**src/rtl/pc_gen.sv**
```systemverilog
`default_nettype none
// ============================================================================
// Module   : pc_gen
// Brief    : Fetch program-counter generator with stall/redirect/trap control
// Revision : 1.0
// ============================================================================
module pc_gen #(
    parameter int          XLEN         = 32,
    parameter logic [XLEN-1:0] RESET_VECTOR = 32'h0000_0000,
    parameter int          PC_INC       = 4,
    parameter int          ALIGN_BITS   = 2,
    parameter int          STALL_CNT_W  = 4
) (
    input  logic                   i_clk,
    input  logic                   i_rst,
    input  logic                   i_stall,
    input  logic                   i_redirect,
    input  logic [XLEN-1:0]        i_redirect_pc,
    input  logic                   i_trap,
    input  logic [XLEN-1:0]        i_trap_pc,
    output logic [XLEN-1:0]        o_pc,
    output logic [XLEN-1:0]        o_pc_seq,
    output logic                   o_pc_valid,
    output logic [STALL_CNT_W-1:0] o_stall_cnt,
    output logic                   o_misalign
);

    typedef enum logic [1:0] {
        BOOT = 2'd0,
        RUN  = 2'd1,
        HOLD = 2'd2
    } state_t;

    localparam logic [XLEN-1:0]        PC_STEP  = XLEN'(PC_INC);
    localparam logic [STALL_CNT_W-1:0] CNT_MAX  = {STALL_CNT_W{1'b1}};
    localparam logic [ALIGN_BITS-1:0]  ALIGN_Z  = '0;

    state_t                  state;
    state_t                  state_next;
    logic [XLEN-1:0]         pc;
    logic [XLEN-1:0]         pc_next;
    logic [STALL_CNT_W-1:0]  stall_cnt;
    logic [STALL_CNT_W-1:0]  stall_cnt_next;
    logic                    misalign;
    logic                    misalign_next;
    logic [XLEN-1:0]         pc_seq;

    assign pc_seq = pc + PC_STEP;

    always_comb begin
        state_next     = state;
        pc_next        = pc;
        stall_cnt_next = stall_cnt;
        misalign_next  = misalign;
        case (state)
            // First edge after reset only arms the fetch; the PC stays at the vector.
            BOOT: begin
                state_next = RUN;
            end
            RUN, HOLD: begin
                if (i_trap) begin
                    pc_next        = i_trap_pc;
                    stall_cnt_next = '0;
                    state_next     = RUN;
                end else if (i_redirect) begin
                    pc_next        = i_redirect_pc;
                    stall_cnt_next = '0;
                    state_next     = RUN;
                end else if (i_stall) begin
                    stall_cnt_next = (stall_cnt == CNT_MAX) ? stall_cnt : stall_cnt + 1'b1;
                    state_next     = HOLD;
                end else begin
                    pc_next        = pc_seq;
                    stall_cnt_next = '0;
                    state_next     = RUN;
                end
                // Any load recomputes the flag; a held PC keeps it.
                if (i_trap || i_redirect || !i_stall) begin
                    misalign_next = (pc_next[ALIGN_BITS-1:0] != ALIGN_Z);
                end
            end
            default: begin
                state_next = BOOT;
            end
        endcase
    end

    always_ff @(posedge i_clk) begin
        if (i_rst) begin
            state     <= BOOT;
            pc        <= RESET_VECTOR;
            stall_cnt <= '0;
            misalign  <= 1'b0;
        end else begin
            state     <= state_next;
            pc        <= pc_next;
            stall_cnt <= stall_cnt_next;
            misalign  <= misalign_next;
        end
    end

    assign o_pc        = pc;
    assign o_pc_seq    = pc_seq;
    assign o_pc_valid  = (state != BOOT);
    assign o_stall_cnt = stall_cnt;
    assign o_misalign  = misalign;

endmodule
`default_nettype wire

```
**config.mk**
```make
export PLATFORM = sky130hd
export DESIGN_NAME = pc_gen
export DESIGN_NICKNAME = d
export VERILOG_FILES = /design/src/rtl/pc_gen.sv
export SDC_FILE = /design/constraint.sdc
export NUM_CORES = 1
export LEC_CHECK = 0
export BUFFER_PORTS_ARGS = -buffer_cell sky130_fd_sc_hd__clkbuf_2
export CAP_MARGIN = 20
export CORE_MARGIN = 2
export CORE_UTILIZATION = 47
export DETAILED_ROUTE_END_ITERATION = 6
export PLACE_DENSITY = 0.82
export SLEW_MARGIN = 30
export SYNTH_ARGS = -nofsm -noshare
export SYNTH_HDL_FRONTEND = slang
export SYNTH_SLANG_ARGS = --single-unit
```
**constraint.sdc**
```tcl
create_clock -name i_clk -period 2.9 [get_ports i_clk]
set_clock_uncertainty 0.05 [all_clocks]
set_input_delay 0.87 -clock i_clk [delete_from_list [all_inputs] [get_ports i_clk]]
set_output_delay 0.87 -clock i_clk [all_outputs]
set_load 0.03 [all_outputs]
```
==> summary.md, run 1 <==
| Metric | Value |
|---|---|
| Fin crit period | 3.099 ns |
| CP Capture Type | primary output |
| Clk pwr share | 22.6% |
| Setup Viol. Count Final | 11 |
| Status | complete, but fails checks |
| Final Hold Vio Count | 0 |
| Die ar. | 6793 µm² |
| FMAX | 322.7 MHz |
| Relative slew slack | 56.50% |
| Area grow syn2layout | 55.41% |
| Simple-gate share of the synthesized area | 24.98% |
| Synth Instances | 381 |
| Vias in the first global route | 3441 |
| Peak VDD IR | 0.2397 mV |
| Tcrit/Tclk final | 106.8% |
| Worst Max-Slew Pin Slew | 0.6512 ns |
| Final WL | 11410 µm |
| Clock-pin slew on the worst setup and hold paths | 0.08 ns |
| Synthesized area | 2890 µm² |
| Initial DRC Count | 363 |
| Syn_nets | 454 |
| DR WL/cell | 17.91 µm |
| Seq pwr share | 36.1% |
| Internal power | 1.044 mW |
| Die width | 82.42 µm |
| Xor-xnor portion of the synthesized cell area | 8.788% |
| Ys Warns | 0 |
| Sequential fraction of the synthesis area | 27.01% |
| Comb power frac | 41.3% |
| Main combinational cell family by area after synthesis | compound AO/OA/AOI/OAI gates |
| Commonest non-fill, non-tap cell in the layout | clkbuf_2 |
| Core area | 5921 µm² |
| Switching pwr | 720.7 µW |
| Syn Area/Cell | 7.586 µm² |
| Largest net degree at the start of global routing | 27 |
| Max-cap violations | 0 |
| H-tree levels | 2 |
| Synth Area in Adders | 1.732% |
| Vias per cell | 6.113 |
| Fin. max-slew vios | 0 |
| Final hold slack | 0.4598 ns |
| FFs w/ async S/R, synth | 0% |
| Share of layout cells above drive strength 1 | 49.29% |
| Total GRT Usage | 31.39% |
| DRT Pass-1 Iters | 7 |
| CTS root buffer | clkbuf_8 |
| Synth Area in Compound Gates | 28.79% |
| Critical path data required time | 1.98 ns |
| Critical path class | register to primary output |
| Fin util | 75.87% |
| Post-route DRC | 1 |
| Pleak | 2.114 nW |
| TritonCTS buffer count | 5 |
| Hpwl dp | 8116 µm |
| Setup_tns | -0.7918 ns |
| Net Sw Frac | 40.84% |
| Unrepaired setup endpoints after global routing | true |
| Yosys reg bits | 39 |
| Post-synth cell types | 58 |
| Initial Util | 48.82% |
| Critical Path Fanout Max | 3 |
| Gpl congestion | 0.9214 |
| CTS tree | built |
| CTS Sinks | 39 |
| Initial antenna violation count | 0 |
| Post-synth top flop | dfxtp_1 |
| Clock buffer depth | 2 |
| Via count | 3894 |
| Number of synthesized flops with an enable pin | 0 |
| Number of diodes | 0 |
| PnR worst setup slack | -0.1986 ns |
| Antenna-violating nets left | 0 |
| Failing checks | design-rule violations, negative setup slack |
| Worst skew pair latency | 0.30 ns |
| Mux cell area share after synthesis | 1.385% |
| Num ports | 139 |
| Hold crit path type | register to register |
| Rows | 28 |
| Pwr Density | 392.8 nW/µm² |
| Global-route wire length before repair | 16420 µm |
| Die Height | 82.42 µm |
| CP Launch Type | register |
| Count of port buffers added during placement | 138 |
| Worst Path Arrival | 2.18 ns |
| # nets final | 634 |
| GRT Residual Overflow | 0 |
| Highest-count cells in the layout ignoring fill and taps | clkbuf_2, buf_4, a21oi_1 |
worst paths after layout:
path / from / end / slack, ns / cells past startpoint
worst min-delay path: o_pc[28] / o_pc[28] / 0.46 / 2
worst min register to register: o_pc[28] / o_pc[28] / 0.46 / 2
worst max-delay path: o_pc[3] / o_pc_seq[28] / -0.20 / 6
worst max register to register: o_pc[3] / o_pc[28] / 0.64 / 7
registers in the layout, summed over array words and instances, names as in the netlist:
register     flops
o_misalign       1
o_pc            32
o_stall_cnt      4
state            2
what timing repair did:
| item | in CTS | in global routing |
|---|---|---|
| hold buffers | 0 | 0 |
| endpoints found under the setup margin | 13 | 19 |
| gates cloned | 0 | 0 |
| setup buffers | 7 | 11 |
| pin swaps | 6 | 5 |
| resized for setup | 25 | 59 |
metal layers:
layer	routed length [µm]	GRT usage, %	vias to the layer above
met5	0	0	-
met4	259	11.00	0
met3	931	5.326	23
met2	5793	55.73	247
met1	4426	37.94	1849
li1	-	-	1775
kinds of logic after synthesis:
kind of cell    after synthesis
compound gates              126
mux                           4
fa+ha+maj                     4
buf+inv                      42
flops                        39
simple gates                137
xor+xnor                     29
cell usage after synthesis, drive strengths merged, types with 2 or more instances:
cell / n / share of area (%)
o22ai: 6 / 1.3
nor4: 6 / 1.3
or2: 3 / 0.65
nand4: 11 / 3.1
a22o: 4 / 1.2
o221a: 4 / 1.6
a211oi: 3 / 0.78
nor2: 25 / 3.2
clkbuf: 23 / 3.8
a31o: 3 / 0.91
nand3: 20 / 3.5
o211ai: 11 / 2.9
a2bb2oi: 2 / 0.61
o21a: 9 / 2.3
xnor2: 18 / 5.5
nand2b: 5 / 1.1
dfxtp: 39 / 27
a21o: 3 / 0.78
nand2: 32 / 4.2
nor3: 15 / 2.6
inv: 12 / 1.6
mux2i: 4 / 1.4
a21oi: 34 / 5.9
or4: 4 / 1.3
o31a: 2 / 0.65
a221oi: 3 / 0.91
xor2: 11 / 3.3
a22oi: 7 / 1.8
or3: 5 / 1.1
and3: 4 / 0.87
o21ai: 22 / 3.8
and4: 4 / 1.3
buf: 5 / 1.3
a31oi: 6 / 1.3
ha: 4 / 1.7
power groups by stage:
stage / combinational [mW] / sequential (mW) / clock [mW]
finish: 0.729 / 0.637 / 0.398
global route: 0.775 / 0.643 / 0.422
CTS: 0.701 / 0.631 / 0.400
detailed placement: 0.686 / 0.643 / 0
global placement: 0.676 / 0.641 / 0
floorplan: 0.348 / 0.743 / 0
final cells by class:
type / count / area (µm²)
well taps: 75 / 93.84
clock buffers: 6 / 82.58
flip-flops and latches: 39 / 822.0
clock inverters: 2 / 11.26
inverters: 12 / 45.04
fillers: 436 / 1429
repair buffers: 203 / 1280
multi-input cells: 300 / 2157
critical path, cell delays in order (launching register included):
cell and delay (ns):
dfxtp_1 0.34, ha_1 0.23, and3_2 0.26, nand2_1 0.12, or4_4 0.59, xnor2_4 0.19, buf_8 0.14
stage by stage:
step / power [mW] / std cells / area, µm² / setup WS (ns)
2_1_floorplan: 1.090 / 381 / 3003 / -0.01281
3_3_place_gp: 1.317 / 611 / 3968 / -0.03587
3_5_place_dp: 1.330 / 611 / 3968 / -0.03028
4_1_cts: 1.732 / 626 / 4225 / -0.2165
5_1_grt: 1.840 / 637 / 4492 / -0.2543
6_report: 1.764 / 637 / 4492 / -0.1986
(Power assumes the default switching activity.)
==> inputs of run 2 (changes only) <==
--- a/constraint.sdc
+++ b/constraint.sdc
@@ -4,2 +4,2 @@
 set_output_delay 0.87 -clock i_clk [all_outputs]
-set_load 0.03 [all_outputs]
+set_load 0.05 [all_outputs]
==> summary.md, run 2 (synthesis gave the netlist of run 1 again) <==
| Metric | Value |
|---|---|
| Worst Path Arrival | 2.20 ns (+0.02 ns) |
| Worst Max-Slew Pin Slew | 0.5648 ns (-0.08644 ns) |
| Peak VDD IR | 0.2744 mV (+14%) |
| Failing checks | negative setup slack |
| Max reg flops | 32 (unchanged) |
| FMAX | 320.2 MHz (-0.78%) |
| Count of port buffers added during placement | 138 (unchanged) |
| Antenna-violating nets left | 0 (unchanged) |
| H-tree levels | 2 (unchanged) |
| Worst reg2reg startpoint | state[0] |
| CP top delay family | simple AND/OR/NAND/NOR gates |
| Total GRT Usage | 32.64% (+1.2 points) |
| Initial Util | 48.82% (unchanged) |
| Initial antenna violation count | 0 (unchanged) |
| Num ports | 139 (unchanged) |
| Overall power | 1.972 mW (+12%) |
| Fin. max-slew vios | 0 (unchanged) |
| Fin crit period | 3.123 ns (+0.02424 ns) |
| Largest net degree at the start of global routing | 34 (+26%) |
| Relative slew slack | 62.31% (+5.8 points) |
| Critical path class | register to primary output |
| GRT Residual Overflow | 0 (unchanged) |
| Die Height | 82.42 µm (unchanged) |
| Number of buffer and inverter stages on the critical path | 1 (unchanged) |
| Hold path start | o_stall_cnt[1] |
| FF-to-FF path depth | 8 (+1) |
| TritonCTS buffer count | 5 (unchanged) |
| DRT Pass-1 Iters | 5 (-2) |
| CP dominant cell by count | or4_4 |
| Vias in the first global route | 3529 (+2.6%) |
| DR WL/cell | 19.35 µm (+8.0%) |
| CTS Sinks | 39 (unchanged) |
| Initial DRC Count | 343 (-5.5%) |
| Area grow syn2layout | 65.89% |
| Post-route DRC | 0 (-1) |
| Stages on the worst setup path | 5 (-1) |
| Max-cap violations | 0 (unchanged) |
| Commonest non-fill, non-tap cell in the layout | clkbuf_2 |
| Final Hold Vio Count | 0 (unchanged) |
| Launch point of the critical path | o_pc[11] |
| Fin util | 80.98% (+5.1 points) |
| Hold Crit Depth | 2 (unchanged) |
| Critical Path Fanout Max | 3 (unchanged) |
| Final WL | 12310 µm (+7.8%) |
| Die ar. | 6793 µm² (unchanged) |
| CTS tree | built |
| Critical path data required time | 1.98 ns (about the same) |
| Die width | 82.42 µm (unchanged) |
| Placement Setup Slack | -0.01086 ns (+0.01942 ns) |
| FF-to-FF End | o_pc[26] |
| Final hold slack | 0.4675 ns (+0.007702 ns) |
| Unrepaired setup endpoints after global routing | true |
| Hpwl dp | 8143 µm (+0.33%) |
| Pleak | 2.212 nW (+4.6%) |
| Hold crit path type | register to register |
| Vias per cell | 6.274 (+2.6%) |
| CP Launch Type | register |
| Setup Viol. Count Final | 11 (unchanged) |
| # nets final | 633 (-0.16%) |
| Min-Delay Endpoint | o_stall_cnt[1] |
| PnR worst setup slack | -0.2228 ns (-0.02424 ns) |
| CP Capture Type | primary output |
| Status | complete, but fails checks |
| Via count | 3990 (+2.5%) |
| Global-route wire length before repair | 16830 µm (+2.5%) |
| Core area | 5921 µm² (unchanged) |
| Highest-count cells in the layout ignoring fill and taps | clkbuf_2, buf_4, a21oi_1 |
| Worst skew pair latency | 0.31 ns (about the same) |
| R2R Setup Slk | 0.61 ns (-0.03 ns) |
| Crit path cell chain | nand4_4, or4_4, or4_4, xnor2_4, buf_12 |
| Max stage delay on crit path | 0.57 ns (-0.02 ns) |
| Rows | 28 (unchanged) |
| Clock-pin slew on the worst setup and hold paths | 0.09 ns (about the same) |
| CP max stage cell | or4_4 |
| CTS root buffer | clkbuf_8 |
| Tcrit/Tclk final | 107.7% (+0.84 points) |
| Share of layout cells above drive strength 1 | 52.23% (+2.9 points) |
| Pwr Density | 411.4 nW/µm² (+4.7%) |
| Clock buffer depth | 2 (unchanged) |
| Gpl congestion | 0.9103 (-1.2%) |
| Number of diodes | 0 (unchanged) |
==> run 2: cell types whose count changed in the layout (fill, tap and decap cells not counted), sizes merged <==
| cell | change |
|---|---|
| inv | +2 |
| clkbuf | -4 |
| buf | +2 |
| clkinvlp | -1 |
==> run 2: worst max-delay path by stage <==
stage | endpoint | slack [ns]
after detailed placement | o_pc_seq[31] | -0.01
final | o_pc_seq[28] | -0.22
after CTS | o_pc_seq[28] | -0.24
after floorplan | o_pc_seq[28] | -0.15
after global placement | o_pc_seq[31] | -0.01
after global routing | o_pc_seq[28] | -0.27
==> run 2: power breakdown <==
group	total [mW]	switching (mW)	internal (mW)
Clock	0.394	0.225	0.169
Sequential	0.646	0.0610	0.585
Combinational	0.932	0.616	0.315
==> run 2: routing by layer <==
layer	vias up	GRT usage (%)	part of all wire, %
met5	-	0	0
met1	1872	39.49	37
met3	61	5.217	9.3
li1	1771	-	-
met2	286	56.45	48
met4	0	15.00	5.1
==> run 2: worst register-to-register path, cell delays in order, from the launching register on <==
cell	delay [ns]
dfxtp_1	0.34
inv_1	0.05
ha_1	0.58
inv_2	0.18
a21oi_2	0.18
buf_4	0.26
nand2_1	0.11
or3_1	0.34
o211ai_1	0.11
==> run 2: layout make-up <==
cell class	instances	area (µm²)
multi-input cells	300	2332
flip-flops and latches	39	842.1
clock buffers	5	68.82
well taps	75	93.84
inverters	12	45.04
clock inverters	3	17.52
fillers	370	1126
repair buffers	202	1395
==> run 2: metrics by stage <==
step | TNS, ns | instances | area, µm²
after global routing | -1.810 | 636 | 4795
final | -1.231 | 636 | 4795
after detailed placement | -0.01086 | 608 | 4290
after CTS | -1.138 | 623 | 4586
after global placement | -0.01053 | 608 | 4290
after floorplan | -0.3500 | 381 | 3227
==> run 2: what timing repair did <==
action                                  in CTS  in global routing
resized for setup                           37                 33
endpoints found under the setup margin      19                 19
cloned                                       0                  1
hold buffers                                 0                  0
pin swaps                                   14                 12
buffers inserted                             7                 12
==> inputs of run 3 (changes only) <==
Settings changed: CTS_CLUSTER_SIZE set to 20, TNS_END_PERCENT set to 1.
==> summary.md, run 3 (synthesis gave the netlist of run 1 again) <==
| Metric | Value |
|---|---|
| Peak VDD IR | 0.3014 mV (+9.8%) |
| Critical path class | register to primary output |
| Critical path data required time | 1.98 ns (about the same) |
| Share of layout cells above drive strength 1 | 48.90% (-3.3 points) |
| Initial antenna violation count | 0 (unchanged) |
| CTS root buffer | clkbuf_8 |
| Rows | 28 (unchanged) |
| Max-cap violations | 0 (unchanged) |
| Vias per cell | 5.889 (-6.1%) |
| Worst Max-Slew Pin Slew | 0.5289 ns (-0.03585 ns) |
| Crit path cell chain | nand4_4, or4_4, or4_4, xnor2_4, buf_12 |
| FMAX | 315.9 MHz (-1.3%) |
| Die Height | 82.42 µm (unchanged) |
| Unrepaired setup endpoints after global routing | true |
| Pleak | 2.036 nW (-7.9%) |
| TritonCTS buffer count | 5 (unchanged) |
| Final hold slack | 0.4354 ns (-0.03207 ns) |
| Fin. max-slew vios | 0 (unchanged) |
| Fin crit period | 3.165 ns (+0.04248 ns) |
| Worst Path Arrival | 2.25 ns (+0.05 ns) |
| FF-to-FF End | o_pc[28] |
| Pwr Density | 439.1 nW/µm² (+6.8%) |
| Critical Path Fanout Max | 4 (+1) |
| Max reg flops | 32 (unchanged) |
| Max stage delay on crit path | 0.60 ns (+0.03 ns) |
| Initial Util | 48.82% (unchanged) |
| Initial DRC Count | 314 (-8.5%) |
| Final Hold Vio Count | 0 (unchanged) |
| CP Capture Type | primary output |
| Vias in the first global route | 3341 (-5.3%) |
| Die ar. | 6793 µm² (unchanged) |
| CP Launch Type | register |
| Post-route DRC | 0 (unchanged) |
| CTS Hold Bufs | 0 (unchanged) |
| Failing checks | negative setup slack |
| Status | complete, but fails checks |
| H-tree levels | 2 (unchanged) |
| Global-route wire length before repair | 16100 µm (-4.3%) |
| Clock-pin slew on the worst setup and hold paths | 0.09 ns (about the same) |
| Commonest non-fill, non-tap cell in the layout | clkbuf_2 |
| Worst skew pair latency | 0.30 ns (about the same) |
| Tcrit/Tclk final | 109.1% (+1.5 points) |
| Hpwl dp | 8182 µm (+0.48%) |
| CP max stage cell | or4_4 |
| CP dominant cell by count | or4_4 |
| Count of port buffers added during placement | 138 (unchanged) |
| FF-to-FF path depth | 8 (unchanged) |
| CTS tree | built |
| Launch point of the critical path | o_pc[13] |
| Area grow syn2layout | 54.42% |
| Num ports | 139 (unchanged) |
| Hold crit path type | register to register |
| CTS Sinks | 39 (unchanged) |
| Die width | 82.42 µm (unchanged) |
| Clock buffer depth | 2 (unchanged) |
| Relative slew slack | 64.74% (+2.4 points) |
| Final WL | 10740 µm (-13%) |
| DRT Pass-1 Iters | 5 (unchanged) |
| Via count | 3645 (-8.6%) |
| CP Capture Point | o_pc_seq[28] |
| GRT Residual Overflow | 0 (unchanged) |
| Worst reg2reg startpoint | state[1] |
| Total GRT Usage | 31.02% (-1.6 points) |
| Setup Viol. Count Final | 9 (-2) |
| # nets final | 616 (-2.7%) |
| Gpl congestion | 0.8944 (-1.7%) |
| Core area | 5921 µm² (unchanged) |
| Largest net degree at the start of global routing | 29 (-15%) |
| Highest-count cells in the layout ignoring fill and taps | clkbuf_2, buf_4, a21oi_1 |
| DR WL/cell | 17.35 µm (-10%) |
| Setup_tns | -1.049 ns (+0.1821 ns) |
| PnR worst setup slack | -0.2653 ns (-0.04248 ns) |
| Antenna-violating nets left | 0 (unchanged) |
| Number of diodes | 0 (unchanged) |
| R2R Setup Slk | 0.64 ns (+0.03 ns) |
| # fillers | 464 (+25%) |
[run 3: cell count changes in the layout (fill, tap and decap cells not counted), sizes merged]
cell / delta
clkbuf: +2
inv: -1
buf: -17
clkinv: -1
[run 3: layout make-up]
type / count / area, µm² / area share [%]
well taps: 75 / 93.84 / 2.103
repair buffers: 185 / 1220 / 27.33
flip-flops and latches: 39 / 834.6 / 18.70
inverters: 12 / 45.04 / 1.009
clock buffers: 7 / 96.34 / 2.159
clock inverters: 1 / 6.256 / 0.1402
multi-input cells: 300 / 2167 / 48.56
[run 3: how the worst min path moves through the flow]
stage / from / end / cells after the start
after detailed placement: o_pc[3] / o_pc[3] / 2
final: o_pc[3] / o_pc[3] / 2
after CTS: o_pc[3] / o_pc[3] / 2
after global routing: o_pc[3] / o_pc[3] / 2
after floorplan: state[1] / state[0] / 2
after global placement: o_pc[3] / o_pc[3] / 2
[run 3: worst max-delay path, delay by kind of cell (launching register included)]
| family | cells | cell delay [ns] |
|---|---|---|
| AND/OR/NAND/NOR | 3 | 1.22 |
| flip-flops | 1 | 0.37 |
| XOR/XNOR | 1 | 0.20 |
| buffers and inverters | 1 | 0.15 |
[run 3: layer usage]
| layer | vias to the layer above | track usage (%) | part of all wire, % |
|---|---|---|---|
| met1 | 1706 | 40.73 | 41 |
| li1 | 1729 | - | - |
| met2 | 194 | 52.26 | 50 |
| met4 | 0 | 9.500 | 1.3 |
| met5 | - | 0 | 0 |
| met3 | 16 | 4.783 | 8.0 |
[run 3: through the flow]
stage | utilization (%) | instance area (µm²) | total power, mW | worst slack [ns] | std cells
3_5_place_dp | 71.91 | 4258 | 1.510 | -0.07019 | 611
2_1_floorplan | - | 3157 | 1.241 | -0.1807 | 381
4_1_cts | 74.20 | 4393 | 1.943 | -0.2659 | 619
3_3_place_gp | 71.91 | 4258 | 1.495 | -0.06008 | 611
5_1_grt | 75.38 | 4463 | 2.031 | -0.3083 | 619
6_report | 75.38 | 4463 | 1.960 | -0.2653 | 619
[run 3: what timing repair did]
action / in CTS / in global routing
resized for setup: 12 / 30
pin swaps: 1 / 1
buffers inserted: 0 / 0
endpoints found under the setup margin: 16 / 21
[run 3: power by group]
group / leakage [nW] / switching [mW] / internal [mW]
clock network: 0.0548 / 0.221 / 0.218
registers: 0.331 / 0.0517 / 0.585
logic: 1.65 / 0.593 / 0.292
total: 2.04 / 0.865 / 1.09
